$ cat config.mk
export PLATFORM = sky130hd
export DESIGN_NAME = multdiv_iter
export DESIGN_NICKNAME = d
export VERILOG_FILES = /design/src/rtl/multdiv_iter.sv
export SDC_FILE = /design/constraint.sdc
export NUM_CORES = 1
export LEC_CHECK = 0
export ABC_AREA = 0
export BUFFER_PORTS_ARGS = -buffer_cell sky130_fd_sc_hd__buf_2
export CORE_ASPECT_RATIO = 1.25
export CORE_MARGIN = 8
export CORE_UTILIZATION = 60
export DETAILED_ROUTE_END_ITERATION = 8
export MAX_ROUTING_LAYER = met4
export PLACE_DENSITY = 0.9
export SLEW_MARGIN = 0
export SYNTH_ARGS = -nofsm -noshare
export SYNTH_HDL_FRONTEND = slang
export SYNTH_SLANG_ARGS = --single-unit
$ cat constraint.sdc
create_clock -name clock -period 4.9 [get_ports clock]
set_input_delay 0.98 -clock clock [delete_from_list [all_inputs] [get_ports clock]]
set_output_delay 0.98 -clock clock [all_outputs]
set_load 0.05 [all_outputs]
$ cat src/rtl/multdiv_iter.sv
// Iterative signed 32x32 multiply (radix-2 Booth) and divide (restoring on magnitudes).
// One shared 33-bit adder/subtractor serves every iteration; the result is registered 33 cycles after start.
module multdiv_iter (
    input  logic        clock,
    input  logic        reset,
    input  logic [31:0] data_operandA,
    input  logic [31:0] data_operandB,
    input  logic        ctrl_MULT,
    input  logic        ctrl_DIV,
    output logic [31:0] data_result,
    output logic        data_exception,
    output logic        data_resultRDY
);
    typedef enum logic [1:0] {S_IDLE, S_MULT, S_DIV, S_DONE} state_t;

    state_t      state_q;
    logic [4:0]  cnt_q;
    logic [32:0] hi_q;      // MULT: Booth accumulator; DIV: partial remainder in [31:0]
    logic [31:0] lo_q;      // MULT: multiplier shifting out; DIV: dividend in / quotient out
    logic [31:0] m_q;       // MULT: multiplicand; DIV: divisor magnitude
    logic        booth_q;
    logic        is_div_q;
    logic        neg_q;
    logic        dz_q;
    logic [31:0] result_q;
    logic        exc_q;
    logic        rdy_q;

    logic        start;
    logic [31:0] mag_a, mag_b;
    logic [32:0] add_a, add_b, add_sum;
    logic        add_sub;
    logic [32:0] acc_d;
    logic [32:0] hi_d;
    logic [31:0] lo_d;

    assign start = ctrl_MULT | ctrl_DIV;
    assign mag_a = data_operandA[31] ? (~data_operandA + 32'd1) : data_operandA;
    assign mag_b = data_operandB[31] ? (~data_operandB + 32'd1) : data_operandB;

    // Shared adder: Booth add/sub, restoring trial subtract, or final quotient negation.
    always_comb begin
        add_a   = hi_q;
        add_b   = {m_q[31], m_q};
        add_sub = 1'b0;
        case (state_q)
            S_MULT: add_sub = lo_q[0] & ~booth_q;
            S_DIV: begin
                add_a   = {hi_q[31:0], lo_q[31]};
                add_b   = {1'b0, m_q};
                add_sub = 1'b1;
            end
            S_DONE: begin
                add_a   = 33'd0;
                add_b   = {1'b0, lo_q};
                add_sub = 1'b1;
            end
            default: ;
        endcase
        add_sum = add_a + (add_sub ? ~add_b : add_b) + {32'd0, add_sub};
    end

    always_comb begin
        acc_d = (lo_q[0] ^ booth_q) ? add_sum : hi_q;
        hi_d  = hi_q;
        lo_d  = lo_q;
        if (state_q == S_MULT) begin
            hi_d = {acc_d[32], acc_d[32:1]};
            lo_d = {acc_d[0], lo_q[31:1]};
        end else if (state_q == S_DIV) begin
            // remainder < divisor <= 2^31, so hi_q[31] is always clear here
            hi_d = add_sum[32] ? {1'b0, hi_q[30:0], lo_q[31]} : {1'b0, add_sum[31:0]};
            lo_d = {lo_q[30:0], ~add_sum[32]};
        end
    end

    always_ff @(posedge clock) begin
        if (reset) begin
            state_q  <= S_IDLE;
            cnt_q    <= 5'd0;
            hi_q     <= 33'd0;
            lo_q     <= 32'd0;
            m_q      <= 32'd0;
            booth_q  <= 1'b0;
            is_div_q <= 1'b0;
            neg_q    <= 1'b0;
            dz_q     <= 1'b0;
            result_q <= 32'd0;
            exc_q    <= 1'b0;
            rdy_q    <= 1'b0;
        end else begin
            rdy_q <= 1'b0;
            if (start) begin
                cnt_q    <= 5'd0;
                hi_q     <= 33'd0;
                booth_q  <= 1'b0;
                is_div_q <= ~ctrl_MULT;
                neg_q    <= data_operandA[31] ^ data_operandB[31];
                dz_q     <= (data_operandB == 32'd0);
                if (ctrl_MULT) begin
                    state_q <= S_MULT;
                    lo_q    <= data_operandB;
                    m_q     <= data_operandA;
                end else begin
                    state_q <= S_DIV;
                    lo_q    <= mag_a;
                    m_q     <= mag_b;
                end
            end else begin
                case (state_q)
                    S_MULT, S_DIV: begin
                        hi_q    <= hi_d;
                        lo_q    <= lo_d;
                        booth_q <= lo_q[0];
                        cnt_q   <= cnt_q + 5'd1;
                        if (cnt_q == 5'd31) state_q <= S_DONE;
                    end
                    S_DONE: begin
                        state_q <= S_IDLE;
                        cnt_q   <= 5'd0;
                        rdy_q   <= 1'b1;
                        if (!is_div_q) begin
                            result_q <= lo_q;
                            exc_q    <= (hi_q[31:0] != {32{lo_q[31]}});
                        end else if (dz_q) begin
                            result_q <= 32'd0;
                            exc_q    <= 1'b1;
                        end else begin
                            // a positive quotient of 2^31 only arises from 0x80000000 / -1
                            result_q <= neg_q ? add_sum[31:0] : lo_q;
                            exc_q    <= ~neg_q & lo_q[31];
                        end
                    end
                    default: ;
                endcase
            end
        end
    end

    assign data_result    = result_q;
    assign data_exception = exc_q;
    assign data_resultRDY = rdy_q;
endmodule
==> results of run 1 <==
## cell type report
cell class | count | share of cell area, %
multi-input cells | 1381 | 64.79
flip-flops and latches | 142 | 21.09
repair buffers | 142 | 6.183
clock buffers | 19 | 3.212
well taps | 270 | 2.507
clock inverters | 13 | 1.151
inverters | 38 | 1.058
## worst paths after layout
path              slack (ns)             from         endpoint
hold / removal          0.47  data_result[19]  data_result[19]
setup reg to reg        0.20       state_q[0]  data_result[23]
hold reg to reg         0.47  data_result[19]  data_result[19]
setup / recovery        0.20       state_q[0]  data_result[23]
## registers in the layout (all words and copies together), names as in the netlist
| signal | cells |
|---|---|
| booth_q | 1 |
| cnt_q | 5 |
| data_exception | 1 |
| data_result | 32 |
| data_resultRDY | 1 |
| dz_q | 1 |
| hi_q | 33 |
| is_div_q | 1 |
| lo_q | 32 |
| m_q | 32 |
| neg_q | 1 |
| state_q | 2 |
## routing by layer
metal | GRT usage (%) | vias up
li1 | - | 6381
met1 | 43.48 | 6381
met2 | 54.53 | 956
met3 | 4.211 | 147
met4 | 13.79 | 0
met5 | - | -
## cell usage after synthesis (16+ instances only)
master and count:
nand2_1 188, nor2b_1 20, xor2_1 55, xnor2_1 60, dfxtp_1 142, ha_1 41, inv_1 38, nand3_1 32
nor3_1 47, a221oi_1 16, a211oi_1 121, a31oi_1 18, o211ai_1 17, clkbuf_1 108, o21ai_0 123, nand4_1 17
nor2_1 185, mux2i_1 34, a21oi_1 120, o31ai_1 23, a22oi_1 47
## critical path: cells and delay by family (launching register included)
kind | cells | cell delay [ns]
compound gates | 4 | 1.15
buf+inv | 2 | 0.35
flops | 1 | 0.39
xor+xnor | 2 | 0.61
fa+ha+maj | 2 | 0.62
simple gates | 5 | 1.51
## cells in the final DEF, fill, tap and decap left out, drive strengths merged, types with 6 or more instances in the layout
| cell | count |
|---|---|
| a211o | 9 |
| a211oi | 121 |
| a21o | 12 |
| a21oi | 120 |
| a221oi | 18 |
| a22o | 6 |
| a22oi | 47 |
| a31oi | 18 |
| a32o | 8 |
| and2 | 7 |
| and3 | 6 |
| buf | 142 |
| clkbuf | 19 |
| dfxtp | 142 |
| ha | 41 |
| inv | 44 |
| mux2i | 34 |
| nand2 | 188 |
| nand2b | 6 |
| nand3 | 32 |
| nand3b | 6 |
| nand4 | 17 |
| nor2 | 185 |
| nor2b | 20 |
| nor3 | 47 |
| nor4 | 14 |
| o211ai | 17 |
| o21ai | 126 |
| o21bai | 6 |
| o221ai | 12 |
| o22ai | 10 |
| o31ai | 25 |
| o41ai | 12 |
| or3 | 15 |
| or4 | 13 |
| xnor2 | 60 |
| xor2 | 55 |
## timing repair
item	in CTS	in global routing
endpoints found under the setup margin	0	20
hold buffers	0	0
gates resized for setup	0	2
## stage by stage
step | hold slack, ns | setup slack [ns] | TNS [ns]
after detailed placement | 0.4574 | 0.1496 | 0
after global routing | 0.4927 | -0.05875 | -0.06308
after global placement | 0.4471 | 0.3163 | 0
final | 0.4652 | 0.1968 | 0
after CTS | 0.4684 | 0.1265 | 0
after floorplan | 0.4584 | 0.4470 | 0
## where the power goes
group / switching (mW) / internal, mW / leakage (nW)
registers: 0.0779 / 1.21 / 1.16
logic: 0.623 / 0.344 / 3.49
clock network: 0.587 / 0.763 / 0.278
total: 1.29 / 2.32 / 4.92
## cells by family (layout without fill, tap and decap cells)
| kind of cell | after synthesis | count (layout) | synth area share (%) |
|---|---|---|---|
| simple gates | 571 | 571 | 21.30 |
| buf+inv | 170 | 212 | 5.738 |
| mux | 39 | 39 | 3.236 |
| flops | 142 | 142 | 23.20 |
| compound gates | 614 | 614 | 33.97 |
| xor+xnor | 115 | 115 | 8.218 |
| fa+ha+maj | 42 | 42 | 4.349 |
==> impl_metrics.toml, run 1 <==
[worst_setup_path]
worst-r2r-cell-count = 15
start_kind = "flop"
crit_arrival_ns = 5.07
critPathMaxFanout = 15
worstPathCellList = "inv_1, ha_2, a211o_1, and2_2, buf_4, xnor2_1, ha_1, nand4_1, or3_1, a211o_1, a211oi_1, or3_1, xor2_1, a221oi_1, nor3_1"
slowest_stage = "xor2_1"
slowest_delay_ns = 0.48
path_class = "reg -> reg"
endpoint_kind = "flop"
required_ns = 5.26

[clock_network]
clock_latency_ns = 0.44
path_clk_slew_ns = 0.07
cts_buffers = 17
clock-sinks = 142
cts_tree = "done"
cts-htree-levels = 4
clockBufferDepth = 2
cts-root-buf = "clkbuf_16"
post_cts_buffers = 0

[grt]
grt_pass1_vias = 12690
grt_max_degree = 77
grt_overflow = 0
grt_pass1_wl_um = 67680
groute.usage.overall_pct = 34.39
antenna_found_initial = 0

[placement]
dpl.hpwl_um = 31470
portBuffers = 101
gp_congestion = 1.040
postPlaceCellArea_um2 = 12880
dp_cells = 1973

[floorplanning]
rows = 58
core_area_um2 = 20100
die_x_um = 143.8
io_pins = 102
die-area_um2 = 25280
die_y_um = 175.8
start_util_pct = 60.97

[route]
met1Wirelength_um = 16600
dr.pass1.iters = 7
drcViolationCount = 0
via_per_inst = 6.915
route.met2.wl_um = 20050
routedWlPerCell_um = 21.50
ant_nets = 0
maxUsedRoutingLayer = "met4"
dr_wl_met3_um = 4739
route.vias.total = 13870
drtIter0Drc = 1975
drt-total-wl_um = 43100

[final_layout]
diodes = 0
fillCellCount = 1745
multi_input_area_um2 = 8732
instances_no_fill = 2005
final_core_util_pct = 67.04
fin_area_um2 = 13480
area_delta_synth_final_pct = 9.964
nets = 1832
seqCellArea_um2 = 2843
drive_above_1_share_pct = 11.82

[yosys]
synth_top_cell_by_area = "dfxtp_1"
synth_top_area_share_pct = 23.20
ys_top_cells_by_area = "dfxtp_1, a211oi_1, nand2_1, nor2_1, o21ai_0"
netlist_area_um2 = 12260
synth_cell_types = 79
syn_inst = 1693
yosysWarnings = 0
synthArstFlopShare_pct = 0
synth_seq_area_share_pct = 23.20
synth_seq_cells = 142
syn-num-nets = 1803
syn_area_per_cell_um2 = 7.239
synth_edf_count = 0
synthFlopType = "dfxtp_1"

[power]
ir_drop_mv = 0.2608
totalPowerFinal_mw = 3.605
power_density_nw_per_um2 = 267.5
p_leak_nw = 4.925

[timing]
rsz0062_at_grt = "yes"
period_share_pct = 95.98
max_slew_margin_pct = 12.49
fmax_ghz = 0.2126
setup_violations = 0
hold_violations = 0
fin_crit_ns = 4.703
worst_slew_pin_slew_ns = 1.308
skew_ns = 0.009826
drv_slew = 0

[worst_hold_path]
whs_path_depth = 2
hp-class = "reg -> reg"

[outcome]
outcome = "finished clean"

[flow_run]
drv_cap = 0
No activity file was read; power rests on OpenSTA's default activity.
==> inputs of run 2 (changes only) <==
- ABC_AREA: 0 -> 1
==> impl_metrics.toml, run 2 <==
[grt]
grt_pass1_wl_um = 73450
groute.usage.overall_pct = 38.49
grt_max_degree = 75
top_usage_layer = "met2"
grt_pass1_vias = 13590
grt_overflow = 0
antenna_found_initial = 0
global_route.usage.met2_pct = 61.62
use_met1_pct = 45.63
grt_use_met3_pct = 6.145

[route]
route.vias.total = 14470
routedWlPerCell_um = 21.30
drcViolationCount = 0
drtIter0Drc = 2245
drt-total-wl_um = 47040
dr.pass1.iters = 7
via_per_inst = 6.553
ant_nets = 0

[yosys]
ys_top_cells_by_area = "dfxtp_1, a21oi_1, nand2_1, o21ai_0, inv_1"
syn_area_per_cell_um2 = 6.259
synth_seq_cells = 142
synth_cell_types = 55
synthArstFlopShare_pct = 0
synth_seq_area_share_pct = 24.00
synth_top_cell_by_area = "dfxtp_1"
synthFlopType = "dfxtp_1"
syn-num-nets = 2002
yosysMostFrequentCell = "nand2_1"
synth_top_area_share_pct = 24.00
synth_edf_count = 0
yosysWarnings = 0
netlist_area_um2 = 11840
synth_common_cells = "nand2_1, a21oi_1, o21ai_0, inv_1, nor2_1"
syn_inst = 1892

[timing]
rsz0062_at_grt = "no"
setup_slack_ns = 0.4838
hold_violations = 0
fin_crit_ns = 4.416
max_slew_margin_pct = 40.37
setup_violations = 0
period_share_pct = 90.13
drv_slew = 0
fmax_ghz = 0.2264
skew_ns = 0.01612
setup-tns-final_ns = 0
worst_slew_pin_slew_ns = 0.8890

[worst_setup_path]
start_kind = "flop"
crit_arrival_ns = 4.74
path_class = "reg -> reg"
critPathMaxFanout = 18
required_ns = 5.23
endpoint_kind = "flop"

[worst_hold_path]
hp-class = "reg -> reg"

[floorplanning]
io_pins = 102
die_y_um = 173.1
rows = 57
start_util_pct = 61.05
die-area_um2 = 24520
core_area_um2 = 19400
die_x_um = 141.7

[clock_network]
cts_tree = "done"
clock-sinks = 142
cts-htree-levels = 4
clock_latency_ns = 0.44
path_clk_slew_ns = 0.07
hold_buffers = 0
clockBufferDepth = 2
cts-root-buf = "clkbuf_16"
cts_buffers = 17
cts_resized = 0
post_cts_buffers = 0

[outcome]
outcome = "finished clean"

[placement]
dp_cells = 2176
portBuffers = 101
place_worst_setup_slack_ns = 0.7090
dpl.hpwl_um = 35040
gp_congestion = 1.062

[final_layout]
largest_reg_flops = 33
area_delta_synth_final_pct = 9.910
top_register = "hi_q"
multi_input_area_um2 = 7858
instances_no_fill = 2208
drive_above_1_share_pct = 9.727
diodes = 0
most-common-layout-cells = "nand2_1, a21oi_1, o21ai_0"
nets = 2040
seqCellArea_um2 = 2843
final_common_cell = "nand2_1"
fillCellCount = 1753

[power]
pwr-share-comb_pct = 30.9
p_switching_mw = 1.516
power_frac_seq_pct = 34.4
power_density_nw_per_um2 = 287.7
clock_power_share_pct = 34.7
switching_share_pct = 40.48
p_leak_nw = 5.469
power.internal_mw = 2.229
ir_drop_mv = 0.2817

[flow_run]
drv_cap = 0
[run 2: logic make-up (layout without fill, tap and decap cells)]
group | count (synthesis) | count (layout) | share of synthesized area (%)
AOI/OAI and AO/OA | 692 | 692 | 32.95
and+or+nand+nor | 644 | 644 | 23.34
buffers and inverters | 300 | 351 | 9.752
DFF | 142 | 142 | 24.00
xor gates and xnor gates | 72 | 72 | 5.452
adders and majority gates | 42 | 42 | 4.501
[run 2: final timing paths]
path / start / endpoint / slack, ns / depth (start not counted)
hold reg to reg: data_result[3] / data_result[3] / 0.47 / 2
hold / removal: data_result[3] / data_result[3] / 0.47 / 2
setup reg to reg: state_q[1] / hi_q[7] / 0.48 / 24
setup / recovery: state_q[1] / hi_q[7] / 0.48 / 24
[run 2: through the flow]
stage	power [mW]	cell area [µm²]	util, %	hold WS [ns]
3_3_place_gp	2.401	12450	64.17	0.4456
4_1_cts	3.679	13020	67.10	0.4702
3_5_place_dp	2.415	12450	64.17	0.4600
5_1_grt	3.876	13020	67.10	0.4867
2_1_floorplan	2.044	11840	-	0.4406
6_report	3.745	13020	67.10	0.4688
[run 2: layer usage]
metal | vias to the layer above | part of all wire, % | wire length (µm)
li1 | 6652 | - | -
met1 | 6568 | 37 | 17530
met2 | 1059 | 47 | 22020
met3 | 190 | 10 | 4926
met4 | 0 | 5.4 | 2558
met5 | - | 0 | 0
[run 2: worst max-delay path: stages (launching register included)]
cell and delay (ns):
dfxtp_1 0.39, ha_1 0.42, nor2_4 0.10, inv_1 0.46
buf_4 0.27, o22ai_1 0.12, fa_1 0.47, nand2_1 0.08
nand2_1 0.05, o21ai_1 0.18, inv_1 0.07, nand2_1 0.06
nand2_1 0.11, nand2_1 0.10, nand2_2 0.08, nand3b_1 0.14
nand2_1 0.08, nand2_1 0.10, nand2_4 0.15, nand2_4 0.14
clkinv_2 0.22, nand2_1 0.14, nand2_1 0.06, o21ai_0 0.20
inv_1 0.07
[run 2: cell type report]
class | count | share of cell area (%)
Clock buffer | 17 | 3.268
Clock inverter | 15 | 1.096
Inverter | 194 | 5.614
Multi-Input combinational cell | 1450 | 60.37
Sequential cell | 142 | 21.84
Tap cell | 265 | 2.547
Timing Repair Buffer | 125 | 5.268
[run 2: power by group through the flow]
stage	sequential (mW)	clock, mW	combinational, mW
floorplan	1.29	0	0.752
global placement	1.31	0	1.09
detailed placement	1.31	0	1.11
CTS	1.28	1.28	1.12
global route	1.29	1.34	1.24
finish	1.29	1.30	1.16
